===== config.mk =====
export PLATFORM = sky130hd
export DESIGN_NAME = adder_mw_ctrl
export DESIGN_NICKNAME = d
export VERILOG_FILES = /design/src/rtl/adder_mw_ctrl.sv
export SDC_FILE = /design/constraint.sdc
export NUM_CORES = 1
export LEC_CHECK = 0
export ABC_AREA = 1
export CORE_MARGIN = 2
export CORE_UTILIZATION = 42
export CTS_BUF_LIST = sky130_fd_sc_hd__clkbuf_4
export DETAILED_ROUTE_END_ITERATION = 8
export HOLD_SLACK_MARGIN = 0.02
export PLACE_DENSITY = 0.81
export SLEW_MARGIN = 20
export SYNTH_ARGS = -nofsm -noshare
export SYNTH_HDL_FRONTEND = slang
export SYNTH_SLANG_ARGS = --single-unit

===== constraint.sdc =====
create_clock -name clk -period 2.9 [get_ports clk]
set_clock_uncertainty 0.15 [all_clocks]
set_input_delay 0.58 -clock clk [delete_from_list [all_inputs] [get_ports clk]]
set_output_delay 0.58 -clock clk [all_outputs]
set_load 0.02 [all_outputs]

===== src/rtl/adder_mw_ctrl.sv =====
// Multi-word adder controller. One WIDTH-bit ripple-carry adder is
// time-shared over WORDS words, least significant word first. The
// word-to-word carry passes only through a carry register.

// Ripple-carry word adder. It is built from a chain of per-bit full adders.
module adder_rc #(
    parameter int WIDTH = 4
) (
    input  logic [WIDTH-1:0] a,
    input  logic [WIDTH-1:0] b,
    input  logic             ci,
    output logic [WIDTH-1:0] s,
    output logic             co
);
    logic [WIDTH:0] c;

    assign c[0] = ci;

    genvar i;
    generate
        for (i = 0; i < WIDTH; i++) begin : g_bit
            assign s[i]   = a[i] ^ b[i] ^ c[i];
            assign c[i+1] = (a[i] & b[i]) | (c[i] & (a[i] ^ b[i]));
        end
    endgenerate

    assign co = c[WIDTH];
endmodule

module adder_mw_ctrl #(
    parameter int WIDTH = 4,
    parameter int WORDS = 4
) (
    input  logic                   clk,
    input  logic                   rst_n,
    input  logic                   start,
    input  logic [WIDTH*WORDS-1:0] a,
    input  logic [WIDTH*WORDS-1:0] b,
    input  logic                   ci,
    output logic [WIDTH*WORDS-1:0] s,
    output logic                   co,
    output logic                   busy,
    output logic                   done
);
    localparam int IW = (WORDS > 1) ? $clog2(WORDS) : 1;
    localparam logic [IW-1:0] LAST = IW'(WORDS - 1);

    typedef enum logic [1:0] {
        IDLE = 2'd0,
        RUN  = 2'd1,
        DONE = 2'd2
    } state_t;

    state_t state_q, state_d;

    // The operands are held word-addressable so that idx selects the word directly.
    logic [WORDS-1:0][WIDTH-1:0] a_q, b_q, s_q;
    logic [IW-1:0]               idx;
    logic                        carry_q;

    logic [WIDTH-1:0] word_sum;
    logic             word_co;

    // Single shared adder. The inputs come from the current word and the carry register.
    adder_rc #(.WIDTH(WIDTH)) u_adder (
        .a  (a_q[idx]),
        .b  (b_q[idx]),
        .ci (carry_q),
        .s  (word_sum),
        .co (word_co)
    );

    // State register.
    always_ff @(posedge clk or negedge rst_n) begin
        if (!rst_n) state_q <= IDLE;
        else        state_q <= state_d;
    end

    // Next-state logic. Start is sampled only in IDLE. DONE always lasts one cycle.
    always_comb begin
        state_d = state_q;
        case (state_q)
            IDLE:    if (start) state_d = RUN;
            RUN:     if (idx == LAST) state_d = DONE;
            DONE:    state_d = IDLE;
            default: state_d = IDLE;
        endcase
    end

    // Datapath. It latches the operands on acceptance and writes one word per RUN edge.
    always_ff @(posedge clk or negedge rst_n) begin
        if (!rst_n) begin
            a_q     <= '0;
            b_q     <= '0;
            s_q     <= '0;
            co      <= 1'b0;
            idx     <= '0;
            carry_q <= 1'b0;
        end else begin
            case (state_q)
                IDLE: begin
                    if (start) begin
                        a_q     <= a;
                        b_q     <= b;
                        carry_q <= ci;
                        s_q     <= '0;
                        co      <= 1'b0;
                        idx     <= '0;
                    end
                end
                RUN: begin
                    s_q[idx] <= word_sum;
                    carry_q  <= word_co;
                    if (idx == LAST) begin
                        co  <= word_co;
                        idx <= '0;
                    end else begin
                        idx <= idx + 1'b1;
                    end
                end
                default: ;
            endcase
        end
    end

    assign s    = s_q;
    assign busy = (state_q == RUN);
    assign done = (state_q == DONE);
endmodule


==> results by group, run 1 <==
Run status
  • Status: complete, no violations

Synth
  • Post-synthesis adder-cell area fraction: 4.96%
  • Post-synth EDFFs: 0
  • Multiplexer area fraction after synthesis: 0%
  • Compound-cell area share of the yosys netlist: 5.54%
  • Syn Inst Count: 310
  • Syn_area_per_cell: 8.46 µm²
  • Simple-Gate Fraction of Synth Area: 29.9%
  • Synth Area in XOR/XNOR: 0%
  • Post-synth net total: 354
  • Synth Cell Area: 0.00262 mm²
  • Post-synthesis sequential area ratio: 51.6%
  • Synthesized flop and latch total: 54
  • Top_reg_cell synth: dfrtp_1
  • Async SR Flop Fraction: 100%
  • Largest family of logic cells by synthesized area: simple AND/OR/NAND/NOR gates
  • Warnings from Yosys: 0
  • Yosys cell types: 20

STA
  • Final setup viols: 0
  • Final worst path period need: 2.71 ns
  • Fin. max-slew vios: 0
  • Final cycle utilization of the critical path: 93.5%
  • TNS Setup: 0 ns
  • Slew of the pin with the lowest slew margin: 0.653 ns
  • Final hold vios: 0
  • Relative slew slack: 56.5%
  • Fmax: 369 MHz

Worst setup path
  • CP top delay family: adder cells
  • Largest stage delay, worst path: 0.47 ns
  • Required @ worst endpoint: 3.03 ns
  • CP Launch Type: flip-flop
  • Slowest stage cell, crit path: fa_2
  • CP Cell Sequence: clkinv_1 > nand3_1 > nand2_1 > fa_1 > inv_1 > fa_1 > inv_1 > fa_2 > inv_2 > fa_2 > nand3_1 > nand2_1
  • CP endpoint kind: flip-flop
  • Kind of critical path: flip-flop to flip-flop
  • Bufs and invs on worst path: 4
  • WP data arrival: 2.84 ns
  • CP max FO: 7

Power and ir drop
  • Sw frac: 44.3%
  • Combinational power share: 55.1%
  • Clock share of power: 11.1%
  • Pwr per Cell Area: 1160 mW/mm²
  • Leak: 0.00171 µW
  • Int Pwr: 2150 µW
  • Psw: 1710 µW
  • Max VDD drop: 0.546 mV
  • Reg power frac: 33.8%

Cells and area
  • Layout area overhead: 27.0%
  • NumNets Final: 415
  • Share of layout cells above drive strength 1: 11.6%
  • Diode count: 0
  • Commonest non-fill, non-tap cell in the layout: nand2_1
  • Most frequent cells in the layout: 155 x nand2_1, 53 x clkdlybuf4s50_1, 52 x dfrtp_1
  • Final Util: 55.6%
  • Final instance area: 0.00333 mm²

Die
  • Core area: 0.00599 mm²
  • Row count: 28
  • Initial cell density of the core: 43.8%
  • Die area: 0.00689 mm²
  • Die width: 83 µm
  • Ports: 55
  • Die extent in y: 83 µm

Route
  • Initial DRC Count: 150
  • Metal2 WL: 2.63 mm
  • Post-DR vias/cell: 4.83
  • Top layer in use: met4
  • Vias: 2,160
  • TritonRoute pass-1 iters: 4
  • Routed wire length per instance: 12.3 µm
  • Antenna Nets Post-Route: 0
  • Routed wl met3: 211 µm
  • DRT Wirelength: 5.49 mm
  • # DRC: 0
  • Routed met1 length: 2.57 mm

Min path
  • Hold Crit Class: input pin to asynchronous set/reset pin

Clock network
  • Worst-Skew Late Latency: 0.38 ns
  • Clk pin slew, worst setup/hold paths: 0.14 ns
  • CTS Sinks: 54
  • CTS Root Cell: clkbuf_4
  • CTS tree: yes
  • CTS Buf Count: 5
  • Longest Clk Path Bufs: 2
  • H-tree depth: 2
  • Hold buffer count at CTS: 0

Global route
  • Largest net degree at the start of global routing: 55
  • GRT Total Usage: 16.8%
  • Grt ovf: 0
  • First-pass GRT wire length: 9.54 mm
  • Antenna violations before repair: 0
  • Number of global-route vias before repair: 2,108

Place
  • Gpl congestion: 0.859
  • Dpl hpwl: 3.96 mm
  • Number of port buffers: 54
  • Area post-placement: 0.00318 mm²

Job
  • Max-cap violation count: 0
==> sequential cells by signal (all words and copies together) (netlist names) <==
register / count
a_q: 16
b_q: 16
carry_q: 1
co: 1
idx: 2
s: 16
state_q: 2
==> power groups by stage <==
stage                     Combinational [µW]  Sequential [µW]  Clock (µW)
after global placement                  1950             1300           0
after global routing                    2450             1340         465
after detailed placement                2020             1310           0
final                                   2120             1300         428
after CTS                               2030             1300         436
after floorplan                         1420             1320           0
==> kinds of logic (layout without fill, tap and decap cells) <==
logic type | after synthesis | in the layout
buffers and inverters | 36 | 98
AO/OA/AOI/OAI | 19 | 19
adder cells (fa/ha/maj) | 8 | 8
AND/OR/NAND/NOR | 193 | 193
flip-flops | 54 | 54
==> through the flow <==
step | hold WS, ns | total power (µW) | setup slack (ns) | cells
final | 0.153 | 3850 | 0.190 | 447
after global routing | 0.204 | 4250 | -0.00316 | 447
after CTS | 0.173 | 3760 | 0.0192 | 440
after detailed placement | 0.310 | 3330 | 0.0166 | 432
after global placement | 0.306 | 3250 | 0.156 | 432
after floorplan | 0.134 | 2750 | 0.0388 | 310
==> final timing paths <==
kind	cells after the start	startpoint	endpoint	slack [ns]
max in group asynchronous	2	rst_n	idx[1]$_DFFE_PN0P_	1.98
hold reg to reg	2	s[0]$_DFFE_PN0P_	s[0]$_DFFE_PN0P_	0.34
min in group clk	2	s[0]$_DFFE_PN0P_	s[0]$_DFFE_PN0P_	0.34
setup reg to reg	12	idx[1]$_DFFE_PN0P_	s[3]$_DFFE_PN0P_	0.19
setup / recovery	12	idx[1]$_DFFE_PN0P_	s[3]$_DFFE_PN0P_	0.19
hold / removal	2	rst_n	a_q[3]$_DFFE_PN0P_	0.15
==> area by class of cell <==
class                      instances  area [µm²]
clock inverter                     1        30.0
fill                             552        2660
clock buffer                       7        52.6
sequential                        54        1350
inverter                          23        96.3
timing repair buffer              66         633
tap                               75        93.8
multi-input combinational        220        1060
timing repair inverter             1        5.00
==> per-layer routing <==
metal  global-route usage (%)  vias up
li1                         -     1083
met1                     22.7     1020
met2                     26.8       51
met3                     3.78        6
met4                     5.81        0
met5                        0        -
==> synthesized netlist by cell type, types with 3 or more instances <==
cell	number	share of area [%]
nand2_1	155	22
o211ai_1	8	2.3
nand3_1	32	6.1
o21ai_0	3	0.57
buf_4	5	1.4
ha_1	4	1.9
dfrtp_1	54	52
o21ai_2	8	2.7
inv_1	18	2.6
fa_1	4	3.1
buf_6	5	2.1
==> what timing repair did <==
| action | CTS | global route |
|---|---|---|
| gates cloned | 0 | 1 |
| setup endpoints to repair | 1 | 6 |
| setup buffers | 0 | 6 |
| pin swaps | 0 | 3 |
| resized for setup | 1 | 8 |
(Power assumes the default switching activity.)
==> run 2, diff against run 1 <==
--- a/config.mk
+++ b/config.mk
@@ -12,6 +12,7 @@
 export DETAILED_ROUTE_END_ITERATION = 8
 export HOLD_SLACK_MARGIN = 0.02
 export PLACE_DENSITY = 0.81
+export SKIP_LAST_GASP = 1
 export SLEW_MARGIN = 20
 export SYNTH_ARGS = -nofsm -noshare
 export SYNTH_HDL_FRONTEND = slang
==> results of run 2 <==
The final DEF is identical to that of run 1; final timing and power are the same.
